**src/rtl/reaction_pkg.sv**
```systemverilog
// Shared encodings for the reaction-time arbiter: FSM state codes, LFSR taps
// and the player-index width helper.
package reaction_pkg;
  typedef enum logic [2:0] {
    ST_IDLE = 3'd0,
    ST_WAIT = 3'd1,
    ST_RUN  = 3'd2,
    ST_HOLD = 3'd3,
    ST_AVG  = 3'd4,
    ST_CMP  = 3'd5
  } state_t;

  // Fibonacci taps 16,14,13,11 expressed as bit positions 15,13,12,10
  localparam logic [15:0] LFSR_TAPS = 16'hB400;

  function automatic int pw_of(input int n);
    return (n <= 2) ? 1 : $clog2(n);
  endfunction
endpackage

```
**src/rtl/lfsr16.sv**
```systemverilog
// Free-running 16-bit Fibonacci LFSR; shifts left every clock, feedback enters bit 0.
module lfsr16
  import reaction_pkg::*;
#(
  parameter logic [15:0] SEED = 16'hACE1
) (
  input  logic        clk,
  input  logic        rst,
  output logic [15:0] o_lfsr
);
  logic [15:0] r_lfsr;
  logic        w_fb;

  assign w_fb   = ^(r_lfsr & LFSR_TAPS);
  assign o_lfsr = r_lfsr;

  always_ff @(posedge clk) begin
    if (rst) begin
      r_lfsr <= SEED;
    end else begin
      r_lfsr <= {r_lfsr[14:0], w_fb};
    end
  end
endmodule

```
**src/rtl/reaction_arbiter_core.sv**
```systemverilog
// Reaction-time test engine: ms timebase, random pre-delay, measurement,
// false-start/timeout handling, per-player accumulation, averaging and winner pick.
module reaction_arbiter_core
  import reaction_pkg::*;
#(
  parameter int          NUM_PLAYERS = 2,
  parameter int          ROUNDS_LOG2 = 3,
  parameter int          TIME_W      = 10,
  parameter int          TIMEOUT     = 999,
  parameter int          DELAY_MIN   = 1000,
  parameter int          DELAY_MAX   = 9999,
  parameter int          TICK_DIV    = 12000,
  parameter logic [15:0] LFSR_SEED   = 16'hACE1
) (
  input  logic                           clk,
  input  logic                           rst,
  input  logic                           start,
  input  logic                           react,
  input  logic                           avg_req,
  input  logic                           cmp_req,
  input  logic                           abort,
  input  logic [pw_of(NUM_PLAYERS)-1:0]  player_sel,
  output logic [2:0]                     state,
  output logic [pw_of(NUM_PLAYERS)-1:0]  cur_player,
  output logic [ROUNDS_LOG2-1:0]         round_idx,
  output logic [TIME_W-1:0]              disp_value,
  output logic                           result_valid,
  output logic                           foul,
  output logic                           timed_out,
  output logic [NUM_PLAYERS-1:0]         done_mask,
  output logic [pw_of(NUM_PLAYERS)-1:0]  winner,
  output logic                           tie
);
  localparam int PW     = pw_of(NUM_PLAYERS);
  localparam int SUM_W  = TIME_W + ROUNDS_LOG2;
  localparam int RND_W  = ROUNDS_LOG2 + 1;
  localparam int MS_MAX = (DELAY_MAX > TIMEOUT) ? DELAY_MAX : TIMEOUT;
  localparam int MS_W   = $clog2(MS_MAX + 1);
  localparam int PS_W   = (TICK_DIV > 1) ? $clog2(TICK_DIV) : 1;
  localparam int DRANGE = DELAY_MAX - DELAY_MIN + 1;
  localparam int NM_W   = $clog2(NUM_PLAYERS + 1);

  localparam logic [MS_W-1:0]   MS_TO      = MS_W'(TIMEOUT);
  localparam logic [MS_W-1:0]   MS_TO_LAST = MS_W'(TIMEOUT - 1);
  localparam logic [TIME_W-1:0] TO_VAL     = TIME_W'(TIMEOUT);
  localparam logic [PS_W-1:0]   PS_LAST    = PS_W'(TICK_DIV - 1);

  state_t              r_state, w_state_nxt;
  logic [15:0]         w_lfsr;
  logic [PS_W-1:0]     r_presc;
  logic [MS_W-1:0]     r_ms;
  logic [MS_W-1:0]     r_delay;
  logic                w_tick;
  logic [PW-1:0]       r_cur;
  logic [SUM_W-1:0]    r_sum    [NUM_PLAYERS];
  logic [RND_W-1:0]    r_rounds [NUM_PLAYERS];
  logic [TIME_W-1:0]   r_last;
  logic                r_rv;
  logic                r_foul;
  logic                r_to;
  logic                w_wait_entry;
  logic                w_run_entry;
  logic                w_rec;
  logic                w_rec_foul;
  logic                w_rec_to;
  logic [TIME_W-1:0]   w_rec_val;
  logic [NUM_PLAYERS-1:0] w_done;
  logic                w_cur_done;
  logic                w_sel_done;
  logic [SUM_W-1:0]    w_min;
  logic [PW-1:0]       w_win;
  logic [NM_W-1:0]     w_nmin;
  logic [TIME_W-1:0]   w_live_ms;

  lfsr16 #(.SEED(LFSR_SEED)) u_lfsr (
    .clk    (clk),
    .rst    (rst),
    .o_lfsr (w_lfsr)
  );

  assign w_tick = (r_presc == PS_LAST);

  always_comb begin
    w_done = '0;
    for (int p = 0; p < NUM_PLAYERS; p++) begin
      w_done[p] = r_rounds[p][ROUNDS_LOG2];
    end
  end

  assign w_cur_done = w_done[r_cur];
  assign w_sel_done = w_done[player_sel];

  // abort dominates; within a state the request order is react > cmp_req > avg_req > start
  always_comb begin
    w_state_nxt  = r_state;
    w_wait_entry = 1'b0;
    w_run_entry  = 1'b0;
    w_rec        = 1'b0;
    w_rec_foul   = 1'b0;
    w_rec_to     = 1'b0;
    w_rec_val    = '0;
    if (abort) begin
      w_state_nxt = ST_IDLE;
    end else begin
      case (r_state)
        ST_IDLE: begin
          if (start) begin
            w_state_nxt  = ST_WAIT;
            w_wait_entry = 1'b1;
          end
        end
        ST_WAIT: begin
          if (react) begin
            w_state_nxt = ST_HOLD;
            w_rec       = 1'b1;
            w_rec_val   = TO_VAL;
            w_rec_foul  = 1'b1;
          end else if (w_tick && (r_ms == r_delay - MS_W'(1))) begin
            w_state_nxt = ST_RUN;
            w_run_entry = 1'b1;
          end
        end
        ST_RUN: begin
          if (react) begin
            w_state_nxt = ST_HOLD;
            w_rec       = 1'b1;
            w_rec_val   = TIME_W'(r_ms);
          end else if (w_tick && (r_ms == MS_TO_LAST)) begin
            w_state_nxt = ST_HOLD;
            w_rec       = 1'b1;
            w_rec_val   = TO_VAL;
            w_rec_to    = 1'b1;
          end
        end
        ST_HOLD: begin
          if (w_cur_done) begin
            if (avg_req) begin
              w_state_nxt = ST_AVG;
            end
          end else if (start) begin
            w_state_nxt  = ST_WAIT;
            w_wait_entry = 1'b1;
          end
        end
        ST_AVG: begin
          if (cmp_req && (&w_done)) begin
            w_state_nxt = ST_CMP;
          end else if (start && !w_sel_done) begin
            w_state_nxt  = ST_WAIT;
            w_wait_entry = 1'b1;
          end
        end
        ST_CMP: begin
          w_state_nxt = ST_CMP;
        end
        default: begin
          w_state_nxt = ST_IDLE;
        end
      endcase
    end
  end

  always_ff @(posedge clk) begin
    if (rst) begin
      r_state <= ST_IDLE;
      r_cur   <= '0;
      r_delay <= '0;
    end else begin
      r_state <= w_state_nxt;
      if (w_wait_entry) begin
        r_cur   <= player_sel;
        r_delay <= MS_W'(32'(DELAY_MIN) + (32'(w_lfsr) % 32'(DRANGE)));
      end
    end
  end

  // ms counter parks at all-ones outside a measurement rather than wrapping
  always_ff @(posedge clk) begin
    if (rst || w_wait_entry || w_run_entry) begin
      r_presc <= '0;
      r_ms    <= '0;
    end else if (w_tick) begin
      r_presc <= '0;
      if (r_ms != '1) begin
        r_ms <= r_ms + MS_W'(1);
      end
    end else begin
      r_presc <= r_presc + PS_W'(1);
    end
  end

  always_ff @(posedge clk) begin
    if (rst || abort) begin
      for (int p = 0; p < NUM_PLAYERS; p++) begin
        r_sum[p]    <= '0;
        r_rounds[p] <= '0;
      end
      r_last <= '0;
      r_rv   <= 1'b0;
      r_foul <= 1'b0;
      r_to   <= 1'b0;
    end else begin
      r_rv <= w_rec;
      if (w_wait_entry) begin
        r_foul <= 1'b0;
        r_to   <= 1'b0;
      end
      if (w_rec) begin
        r_sum[r_cur]    <= r_sum[r_cur] + SUM_W'(w_rec_val);
        r_rounds[r_cur] <= r_rounds[r_cur] + RND_W'(1);
        r_last          <= w_rec_val;
        r_foul          <= w_rec_foul;
        r_to            <= w_rec_to;
      end
    end
  end

  // strict '<' keeps the lowest index among equal minima
  always_comb begin
    w_min  = r_sum[0];
    w_win  = '0;
    w_nmin = '0;
    for (int p = 1; p < NUM_PLAYERS; p++) begin
      if (r_sum[p] < w_min) begin
        w_min = r_sum[p];
        w_win = PW'(p);
      end
    end
    for (int p = 0; p < NUM_PLAYERS; p++) begin
      if (r_sum[p] == w_min) begin
        w_nmin = w_nmin + NM_W'(1);
      end
    end
  end

  assign w_live_ms = (r_ms >= MS_TO) ? TO_VAL : TIME_W'(r_ms);

  always_comb begin
    disp_value = '0;
    case (r_state)
      ST_RUN:  disp_value = w_live_ms;
      ST_HOLD: disp_value = r_last;
      ST_AVG:  disp_value = TIME_W'(r_sum[r_cur] >> ROUNDS_LOG2);
      ST_CMP:  disp_value = TIME_W'(r_sum[w_win] >> ROUNDS_LOG2);
      default: disp_value = '0;
    endcase
  end

  assign state        = r_state;
  assign cur_player   = r_cur;
  assign round_idx    = r_rounds[r_cur][ROUNDS_LOG2-1:0];
  assign result_valid = r_rv;
  assign foul         = r_foul;
  assign timed_out    = r_to;
  assign done_mask    = w_done;
  assign winner       = (r_state == ST_CMP) ? w_win : '0;
  assign tie          = (r_state == ST_CMP) && (w_nmin > NM_W'(1));
endmodule

```
**config.mk**
```make
export PLATFORM = sky130hd
export DESIGN_NAME = reaction_arbiter_core
export DESIGN_NICKNAME = d
export VERILOG_FILES = /design/src/rtl/reaction_pkg.sv /design/src/rtl/lfsr16.sv /design/src/rtl/reaction_arbiter_core.sv
export SDC_FILE = /design/constraint.sdc
export NUM_CORES = 1
export LEC_CHECK = 0
export ABC_CLOCK_PERIOD_IN_PS = 10600
export CAP_MARGIN = 10
export CELL_PAD_IN_SITES_DETAIL_PLACEMENT = 1
export CELL_PAD_IN_SITES_GLOBAL_PLACEMENT = 1
export CORE_MARGIN = 10
export CORE_UTILIZATION = 51
export DETAILED_ROUTE_END_ITERATION = 10
export PLACE_DENSITY = 0.93
export SYNTH_ARGS = -nofsm -noshare
export SYNTH_HDL_FRONTEND = slang
export SYNTH_HIERARCHICAL = 1
export SYNTH_SLANG_ARGS = --single-unit
```
**constraint.sdc**
```tcl
create_clock -name clk -period 10.6 [get_ports clk]
set_input_delay 2.12 -clock clk [delete_from_list [all_inputs] [get_ports clk]]
set_output_delay 2.12 -clock clk [all_outputs]
set_load 0.05 [all_outputs]
```
Yosys cells after proc, flatten, opt, wreduce, memory -nomap -nowiden
Memory sizes are Yosys's and may differ from the RTL's. A register that Yosys moved wholly into a read port is not among the register bits.
Index checks and enable logic that the tools add are counted.

cells by class
  add/subtract/negate cells = 7
  multipliers = 0
  divide/modulo/power cells = 1
  order comparisons = 5
  eq/ne operators = 15
  shifts and indexed selects = 0
  muxes and demuxes = 64
  bitwise operators = 0
  reductions and logical operators = 19

operator list
  kind                                                                                    number
  10-bit two-way mux                                                                      5
  1-bit two-way mux                                                                       41
  10-bit case mux with 4 select lines                                                     1
  16-bit by 14-bit modulo with 32-bit output (second input constant)                      1
  14-bit by 1-bit adder with 14-bit output (second input constant)                        2
  3-bit two-way mux                                                                       9
  13-bit equality test                                                                    2
  13-bit two-way mux                                                                      2
  10-bit case mux with 2 select lines                                                     1
  3-bit case mux with 6 select lines                                                      1
  16-bit XOR reduction                                                                    1
  10-bit by 14-bit adder with 14-bit output (first input constant)                        1
  14-bit by 10-bit equality test with 1-bit output (second input constant)                1
  14-bit equality test                                                                    1
  14-bit equality test (second input constant)                                            1
  14-bit by 10-bit greater-or-equal comparator with 1-bit output (second input constant)  1
  14-bit != test (second input constant)                                                  1
  14-bit by 1-bit subtractor with 14-bit output (second input constant)                   1
  13-bit by 10-bit adder with 13-bit output                                               1
  13-bit less-than comparator                                                             1
  13-bit OR reduction                                                                     1
  3-bit != test (second input constant)                                                   4
  3-bit by 2-bit equality test with 1-bit output (second input constant)                  2
  3-bit equality test (second input constant)                                             2
  other kinds (18)                                                                        27

word-level totals
  register bits after elaboration = 75
  latch bits = 0
  memory bits (writable) = 34
  memory bits (read-only) = 0
  input bits = 8
  output and inout port bits = 24
  word-level logic and storage cells = 123
  memories = 2

memory list
  name      words  bits a word  rd ports  clocked after Yosys merged registers in  write ports  RTL line                     RTL
  r_sum     2      13           4         1                                        2            reaction_arbiter_core.sv:55  logic [SUM_W-1:0] r_sum [NUM_PLAYERS];
  r_rounds  2      4            3         1                                        2            reaction_arbiter_core.sv:56  logic [RND_W-1:0] r_rounds [NUM_PLAYERS];

Depth between registers and ports, before layout
Gate-level depths: netlist of run 1.
An unclocked memory read counts as a cell.

  word-level depth = 12
  mapped depth = 24
  gate-level depth less buffers = 23

Modules after synthesis
The synthesis of run 1 kept the hierarchy.

modules (own cells, without submodules)
  module                 times used  cells each  area an instance (um^2)  sequential area each (um^2)
  reaction_arbiter_core  1           1,008       7,920.1                  2,222.1
  lfsr16                 1           36          454.2                    320.3

Worst setup path after synthesis of run 1
No wires, ideal clock.

  path kind = input to register
  start = input react
  end = memory r_sum[0][12] in the netlist's numbering, data pin
  setup time = 0.266 ns
  arrival = 5.170 ns
  data required time = 10.334 ns
  path slack = 5.164 ns
  stages = 20
  buffers on the path = 2
  cells stage by stage = clkbuf_1 a21o_1 nand2_1 clkbuf_1 nor2_1 o21ai_0 inv_1 ha_1 fa_1 a21o_1 a21oi_1 o21bai_1 a21oi_1 o21bai_1 a21oi_1 o21bai_1 a21oi_1 nor2_1 xnor2_1 nor2_1

RTL lines
  element          RTL line                     RTL
  start, declared  reaction_arbiter_core.sv:18  input logic react,
  end, declared    reaction_arbiter_core.sv:55

==> results.toml, run 1 <==
[layout]
final_area_um2 = 9012
layout_common_cells = "nor2_1 (157), nand2_1 (84), dfxtp_1 (76), xnor2_1 (57), a21oi_1 (46)"
final_common_cell = "nor2_1"
synthToLayoutAreaGrowth_pct = 7.620
fin_util = 0.5633
seqCellArea_um2 = 2542
nets = 1068
final.fill_count = 2007
drive_gt1_frac = 0.06473
diodes = 0
final_cells = 1251
multiInputGateArea_um2 = 5374

[detailed_routing]
drc_errors = 0
vias_per_cell = 6.466
routedWlPerCell_um = 21.25
dr.pass1.iters = 6
wl_um = 26580
drt_iter0_drc = 644
ant_nets = 0
vias = 8089

[clock_network]
cts_buffers = 9
cts_tree = "done"
cts-root-buf = "clkbuf_16"
insertion_delay_ps = 360
cts_setup_buffers = 0
post_cts_resized = 0
clkSinkCount = 110
clk_pin_slew_ps = 70
hold_buffers = 0
cts_max_path_buffers = 2
htreeDepth = 3

[sta]
finalCriticalPeriod_ps = 6490
worst_pin_slew_ps = 1282
rsz0062_at_grt = "false"
fin_setup_tns_ps = 0
fmax_mhz = 154.1
post-route-period-util = 0.6122
setup_ws_ps = 4110
finalHoldViolCount = 0
setup_violations = 0
clock_skew_ps = 11.19
drv_slew = 0
maxSlewHeadroom = 0.1365
whs_ps = 457.1

[synth]
yosysTopAreaCell = "dfxtp_1"
ys_seq_area_frac = 0.3036
synth_edf_count = 34
yosys_warnings = 6
ys_ff_latch = 110
ys_types = 98
syn-num-nets = 1082
syn_inst = 1044
netlist_area_um2 = 8374
synth_area_leaders = "dfxtp_1 (18%), edfxtp_1 (12%), nor2_1 (7.0%), xnor2_1 (6.0%), ha_1 (4.3%)"
synthFlopType = "dfxtp_1"
synthArstFlopShare = 0
syn_area_per_cell_um2 = 8.021
synth.top_cell.area_share = 0.1817

[pwr]
ir_drop_uv = 91.92
powerDensity_nw_per_um2 = 132.8
leakage_nw = 3.236
power_mw = 1.197

[critical_path]
critPathKind = "flop to output port"
crit_arrival_ps = 4370
cp.required_ps = 8480
path_cells = "ha_1 > a21o_1 > a21o_1 > a21o_1 > a21o_1 > a21o_1 > a21o_1 > a21oi_1 > o21ai_0 > o21a_1 > o211ai_1 > clkdlybuf4s50_1"
crit_family = "compound AO/OA/AOI/OAI gates"
slowest_stage = "clkdlybuf4s50_1"
slowest_delay_ps = 840
crit_buf_inv = 1
cpMostUsedCell = "a21o_1"
crit_path_start_kind = "flop"
cp_max_fo = 11
crit_path_end_kind = "output port"

[floorplanning]
fp-row-count = 46
initial_core_util = 0.5234
die_y_um = 148.1
core-area_um2 = 16000
num_io_pins = 32
dieArea_um2 = 21950
die_w_um = 148.1

[flow_run]
maxCapViolCount = 0

[global_routing]
grt_pass1_vias = 8179
antenna_found_initial = 0
grt_max_degree = 30
grt_pass1_wl_um = 43590
grtUsageTotal = 0.2391
gr-total-overflow = 0

[placement]
dp_hpwl_um = 19810
dp_slack_ps = 4109
place_congestion = 0.9322
dp_cells = 1235
dpl_cell_area_um2 = 8715
io_buffers = 31

[min_path]
hp-class = "flop to flop"

[run_status]
status = "finished clean"
-- registers in the layout (all words and copies together) (netlist names), named ones only --
register and count:
r_last 10, timed_out 1, r_presc 14, r_rounds 8, state 3, r_ms 14
r_delay 14, cur_player 1, u_lfsr/o_lfsr 16, r_sum 26, foul 1, result_valid 1
-- layer usage --
layer | wire, µm | vias up | GRT usage
met2 | 12350 | 290 | 0.3817
met4 | 570 | 0 | 0.08077
met3 | 1569 | 47 | 0.03368
li1 | - | 3758 | -
met1 | 12090 | 3994 | 0.3237
met5 | 0 | - | 0
-- cell usage after synthesis, types with 7 or more instances --
cell and n:
nor2_1 157, nand2_1 84, dfxtp_1 76, xnor2_1 57, a21oi_1 46, clkbuf_1 46, o21ai_0 42, inv_1 40
nor3_1 35, edfxtp_1 34, ha_1 29, nand3_1 27, xor2_1 27, o211ai_1 20, a211oi_1 19, a31oi_1 16
nor2b_1 16, a21o_1 15, nand2b_1 14, nand4_1 13, and3_1 12, mux2i_1 12, or3_1 11, o2111ai_1 10
or2_1 8, a221oi_1 7, buf_2 7, mux2_2 7, o21a_1 7, o21bai_1 7
-- logic make-up after synthesis --
kind of cell / Yosys count / synth area share
AOI/OAI and AO/OA: 267 / 0.2344
xor gates and xnor gates: 84 / 0.08785
adders and majority gates: 31 / 0.04692
buffers and inverters: 106 / 0.05528
DFF: 110 / 0.3036
muxes: 19 / 0.02376
and+or+nand+nor: 427 / 0.2482
-- power by group --
part / switching (mW) / internal [mW] / leakage (nW)
Clock: 0.166 / 0.186 / 0.149
Combinational: 0.222 / 0.135 / 2.09
Sequential: 0.0357 / 0.452 / 0.999
Total: 0.424 / 0.773 / 3.24
-- final cells by class --
type | instances | share of cell area
clock buffers | 10 | 0.02541
clock inverters | 6 | 0.007636
inverters | 42 | 0.01749
multi-input cells | 828 | 0.5963
flip-flops and latches | 110 | 0.2821
well taps | 216 | 0.02999
repair buffers | 39 | 0.04109
-- worst paths after layout --
kind                         start            end  slack, ps  cells after the start
setup / recovery       r_sum[1][1]  disp_value[0]       4110                     12
hold reg to reg         r_presc[0]     r_presc[0]        460                      1
setup reg to reg  u_lfsr/o_lfsr[6]    r_delay[11]       4940                     16
hold / removal          r_presc[0]     r_presc[0]        460                      1
Power figures use the tool's default switching activity.
==> inputs of run 2 (changes only) <==
- ABC_CLOCK_PERIOD_IN_PS: 10600 -> 5800
- CORE_UTILIZATION: 51 -> 43
- PLACE_DENSITY: 0.93 -> 0.84
- clock period: 10.6 -> 5.8 ns (I/O delays scaled with it)
==> run 2 against run 1 <==
Against the previous run:
- non-clock buffer count is 4 higher
- global-route usage is 4.4 points lower
- core utilization is 8.2 points lower
- clock power is 89% higher
- combinational power is 83% higher
- critical path type unchanged
- largest cell class unchanged
- highest routed layer unchanged
==> results.toml, run 2 (same netlist as run 1, synthesis figures left out) <==
[run_status]
status = "finished clean"

[pwr]
powerDensity_nw_per_um2 = 241.5
leakage_nw = 3.256
ir_drop_uv = 133.3

[detailed_routing]
drt_iter0_drc = 590
vias = 7851
vias_per_cell = 6.044
wl_um = 25220
routedWlPerCell_um = 19.42
ant_nets = 0
dr.pass1.iters = 5
drc_errors = 0

[sta]
finalCriticalPeriod_ps = 5226
clock_skew_ps = 17.01
rsz0062_at_grt = "false"
whs_ps = 460.7
maxSlewHeadroom = 0.3228
worst_pin_slew_ps = 1014
drv_slew = 0
post-route-period-util = 0.9010
fin_setup_tns_ps = 0
finalHoldViolCount = 0
setup_violations = 0
fmax_mhz = 191.4

[layout]
synthToLayoutAreaGrowth_pct = 8.830
largest_reg_flops = 26
layout_common_cells = "nor2_1 (157), nand2_1 (84), dfxtp_1 (76), xnor2_1 (57), a21oi_1 (46)"
drive_gt1_frac = 0.06930
final_common_cell = "nor2_1"
top_register = "r_sum"
nets = 1072
final_area_um2 = 9114
final.fill_count = 2289
diodes = 0

[floorplanning]
fp-row-count = 50
die_y_um = 159.6
initial_core_util = 0.4418
die_w_um = 159.6
core-area_um2 = 18960
num_io_pins = 32
dieArea_um2 = 25460

[global_routing]
grt_pass1_wl_um = 41900
grtUsageTotal = 0.1949
grt_max_degree = 30
antenna_found_initial = 0
grt_pass1_vias = 7930
gr-total-overflow = 0

[critical_path]
r2r_start = "r_presc[0]"
crit_arrival_ps = 4070
crit_path_end_kind = "output port"
cp_max_fo = 11
crit_path_start_kind = "flop"
critPathKind = "flop to output port"
r2r_cells = 21
startpoint = "r_sum[0][1]"
cp.required_ps = 4640

[placement]
dpl_cell_area_um2 = 8800
io_buffers = 31
dp_hpwl_um = 18780
place_congestion = 0.8673

[clock_network]
insertion_delay_ps = 370
htreeDepth = 3
cts_buffers = 9
cts_max_path_buffers = 2
hold_buffers = 0
cts_setup_buffers = 0
clk_pin_slew_ps = 70
cts-root-buf = "clkbuf_16"
cts_tree = "done"
clkSinkCount = 110
post_cts_resized = 0

[flow_run]
maxCapViolCount = 0

[min_path]
hp-start = "r_presc[0]"
hp-class = "flop to flop"
hold_path_depth = 1
-- run 2: changes by cell type in the layout (fill, tap and decap cells not counted), sizes merged --
cell	previous run	this run
clkbuf	10	9
clkinvlp	0	1
buf	8	12
inv	43	45
clkinv	4	2
-- run 2: routing by layer --
| metal | track usage | part of all wire |
|---|---|---|
| met2 | 0.3214 | 0.48 |
| met4 | 0.04339 | 0.013 |
| met3 | 0.02866 | 0.036 |
| met1 | 0.2619 | 0.48 |
| met5 | 0 | 0 |
-- run 2: stage by stage --
step / total power, mW / std cells / setup WS [ps] / utilization
after floorplan: 1.393 / 1044 / 1324 / -
after global placement: 1.520 / 1283 / 643.6 / 0.4642
after detailed placement: 1.536 / 1283 / 453.1 / 0.4642
after CTS: 2.199 / 1299 / 549.3 / 0.4808
after global routing: 2.311 / 1299 / 232.3 / 0.4808
final: 2.201 / 1299 / 574.2 / 0.4808
-- run 2: critical path: stages, from the launching register on --
cell and delay (ps):
edfxtp_1 420, inv_1 110, ha_1 240, a21o_1 160, a21o_1 170, a21o_1 180, a21o_1 170, a21o_1 160
a21o_1 170, a21oi_1 140, o21ai_0 100, buf_4 190, o21a_1 330, nor3_1 300, clkdlybuf4s50_1 870
-- run 2: final timing paths --
check	end	slack [ps]
worst max register to register	r_sum[0][11]	650
worst min-delay path	r_presc[0]	460
worst min register to register	r_presc[0]	460
worst max-delay path	winner	570
-- run 2: area by class of cell --
type,instances,area (µm²),area share
well taps,260,325.3,0.03569
clock buffers,9,225.2,0.02471
flip-flops and latches,110,2542,0.2790
multi-input cells,828,5374,0.5896
repair buffers,43,400.4,0.04393
inverters,42,157.7,0.01730
clock inverters,7,88.84,0.009747
-- run 2: where the power goes --
part,switching (mW),total [mW],leakage [nW],internal [mW]
clock,0.318,0.664,0.150,0.346
combinational,0.405,0.653,2.11,0.248
sequential,0.0583,0.885,0.999,0.826
==> inputs of run 3 (changes only) <==
- ABC_CLOCK_PERIOD_IN_PS: 5800 -> default
- CORE_MARGIN: 10 -> 5
- CORE_UTILIZATION: 43 -> 30
- PLACE_DENSITY: 0.84 -> 0.64
==> run 3 against run 2 <==
Against the previous run:
- sequential cell count stayed put
- routed wire length up 3.0%
- setup slack improved by 60 ps
- sequential power shrank 1%
- core utilization is 14 points lower
- non-clock buffer count grew 12
- clock-buffer cell count is 1 higher
- sequential share of layout area fell by 0.63 points
- register-to-register slack better by 50 ps
- power is 2.3% lower
- combinational power rose by 2%
- largest cell class unchanged
- largest power group unchanged
- highest routed layer unchanged
==> results.toml, run 3 (same netlist as run 1, synthesis figures left out) <==
[run_status]
status = "finished clean"

[clock_network]
cts_setup_buffers = 0
clkSinkCount = 110
cts_tree = "done"
insertion_delay_ps = 360
cts-root-buf = "clkbuf_16"
clk_pin_slew_ps = 70
hold_buffers = 0
post_cts_resized = 0
cts_buffers = 9
htreeDepth = 3
cts_max_path_buffers = 2

[sta]
post-route-period-util = 0.8906
maxSlewHeadroom = 0.3826
clock_skew_ps = 14.55
drv_slew = 0
fin_setup_tns_ps = 0
finalHoldViolCount = 0
fmax_mhz = 193.6
finalCriticalPeriod_ps = 5166
setup_violations = 0
worst_pin_slew_ps = 923.9
rsz0062_at_grt = "false"

[pwr]
p_clk_frac = 0.286
leakage_nw = 3.299
ir_drop_uv = 127.4
power_frac_seq = 0.406
powerDensity_nw_per_um2 = 230.7
p_sw_frac = 0.3576
combPwrFrac = 0.308
intPower_mw = 1.382
switching_power_uw = 769.1

[min_path]
hp-class = "flop to flop"

[critical_path]
cp_max_fo = 11
crit_path_start_kind = "flop"
slowest_delay_ps = 840
crit_arrival_ps = 4010
cp.required_ps = 4640
slowest_stage = "clkdlybuf4s50_1"
crit_path_end_kind = "output port"
cpMostUsedCell = "a21o_1"
path_cells = "ha_1 > a21o_1 > a21o_1 > a21o_1 > a21o_1 > a21o_1 > a21o_1 > a21oi_1 > o21ai_0 > buf_4 > o21a_1 > o211ai_1 > clkdlybuf4s50_1"
critPathKind = "flop to output port"

[detailed_routing]
dr.pass1.iters = 5
drt_iter0_drc = 399
ant_nets = 0
vias = 7726
vias_per_cell = 5.407
routedWlPerCell_um = 18.18
wl_um = 25970
drc_errors = 0

[layout]
largest_reg_flops = 26
final_area_um2 = 9324
synthToLayoutAreaGrowth_pct = 11.34
nets = 1084
layout_common_cells = "nor2_1 (157), nand2_1 (84), dfxtp_1 (76), xnor2_1 (57), a21oi_1 (46)"
drive_gt1_frac = 0.07897
top_register = "r_sum"
diodes = 0
final_common_cell = "nor2_1"
final_cells = 1429

[floorplanning]
num_io_pins = 32
die_w_um = 177.1
fp-row-count = 61
initial_core_util = 0.3023
dieArea_um2 = 31360
core-area_um2 = 27710
die_y_um = 177.1

[global_routing]
grt_pass1_vias = 7710
antenna_found_initial = 0
grt_pass1_wl_um = 42660
grtUsageTotal = 0.1677
grt_max_degree = 30
gr-total-overflow = 0

[placement]
dpl_cell_area_um2 = 9037
place_congestion = 0.8174
dp_cells = 1413
dp_hpwl_um = 20130
io_buffers = 31

[flow_run]
maxCapViolCount = 0
## run 3: power groups by stage
stage | combinational [mW] | sequential [mW] | clock, mW
2_1_floorplan | 0.518 | 0.875 | 0
3_3_place_gp | 0.652 | 0.891 | 0
3_5_place_dp | 0.658 | 0.892 | 0
4_1_cts | 0.663 | 0.874 | 0.632
5_1_grt | 0.736 | 0.880 | 0.661
6_report | 0.663 | 0.873 | 0.615
## run 3: final timing paths
path          startpoint             to  slack [ps]  cells after the start
min reg2reg   r_presc[0]     r_presc[0]         460                      1
max reg2reg   r_presc[0]   r_sum[1][11]         700                     21
min           r_presc[0]     r_presc[0]         460                      1
max          r_sum[1][1]  disp_value[5]         630                     13
## run 3: layout make-up
type	instances	area [µm²]
Sequential cell	110	2542
Fill cell	3342	18380
Multi-Input combinational cell	828	5374
Tap cell	378	473.0
Timing Repair Buffer	55	490.5
Clock inverter	6	57.56
Inverter	42	157.7
Clock buffer	10	229.0
## run 3: critical path, delay by kind of cell, from the launching register on
family,cells,cell delay [ps]
AOI/OAI and AO/OA,10,1870
buffers and inverters,2,1030
DFF,1,430
adders and majority gates,1,320
## run 3: metrics by stage
step	hold slack, ps	setup slack [ps]	total power [mW]	util
detailed placement	454.1	591.2	1.550	0.3262
floorplan	402.1	1324	1.393	-
global placement	434.8	692.6	1.543	0.3262
finish	459.5	634.5	2.151	0.3365
global route	491.5	250.6	2.277	0.3365
CTS	466.5	590.5	2.169	0.3365
## run 3: per-layer routing
metal	up-vias	part of all wire	track usage
li1	3792	-	-
met4	0	0.012	0.04159
met2	89	0.45	0.2664
met5	-	0	0
met3	17	0.025	0.01730
met1	3828	0.51	0.2439
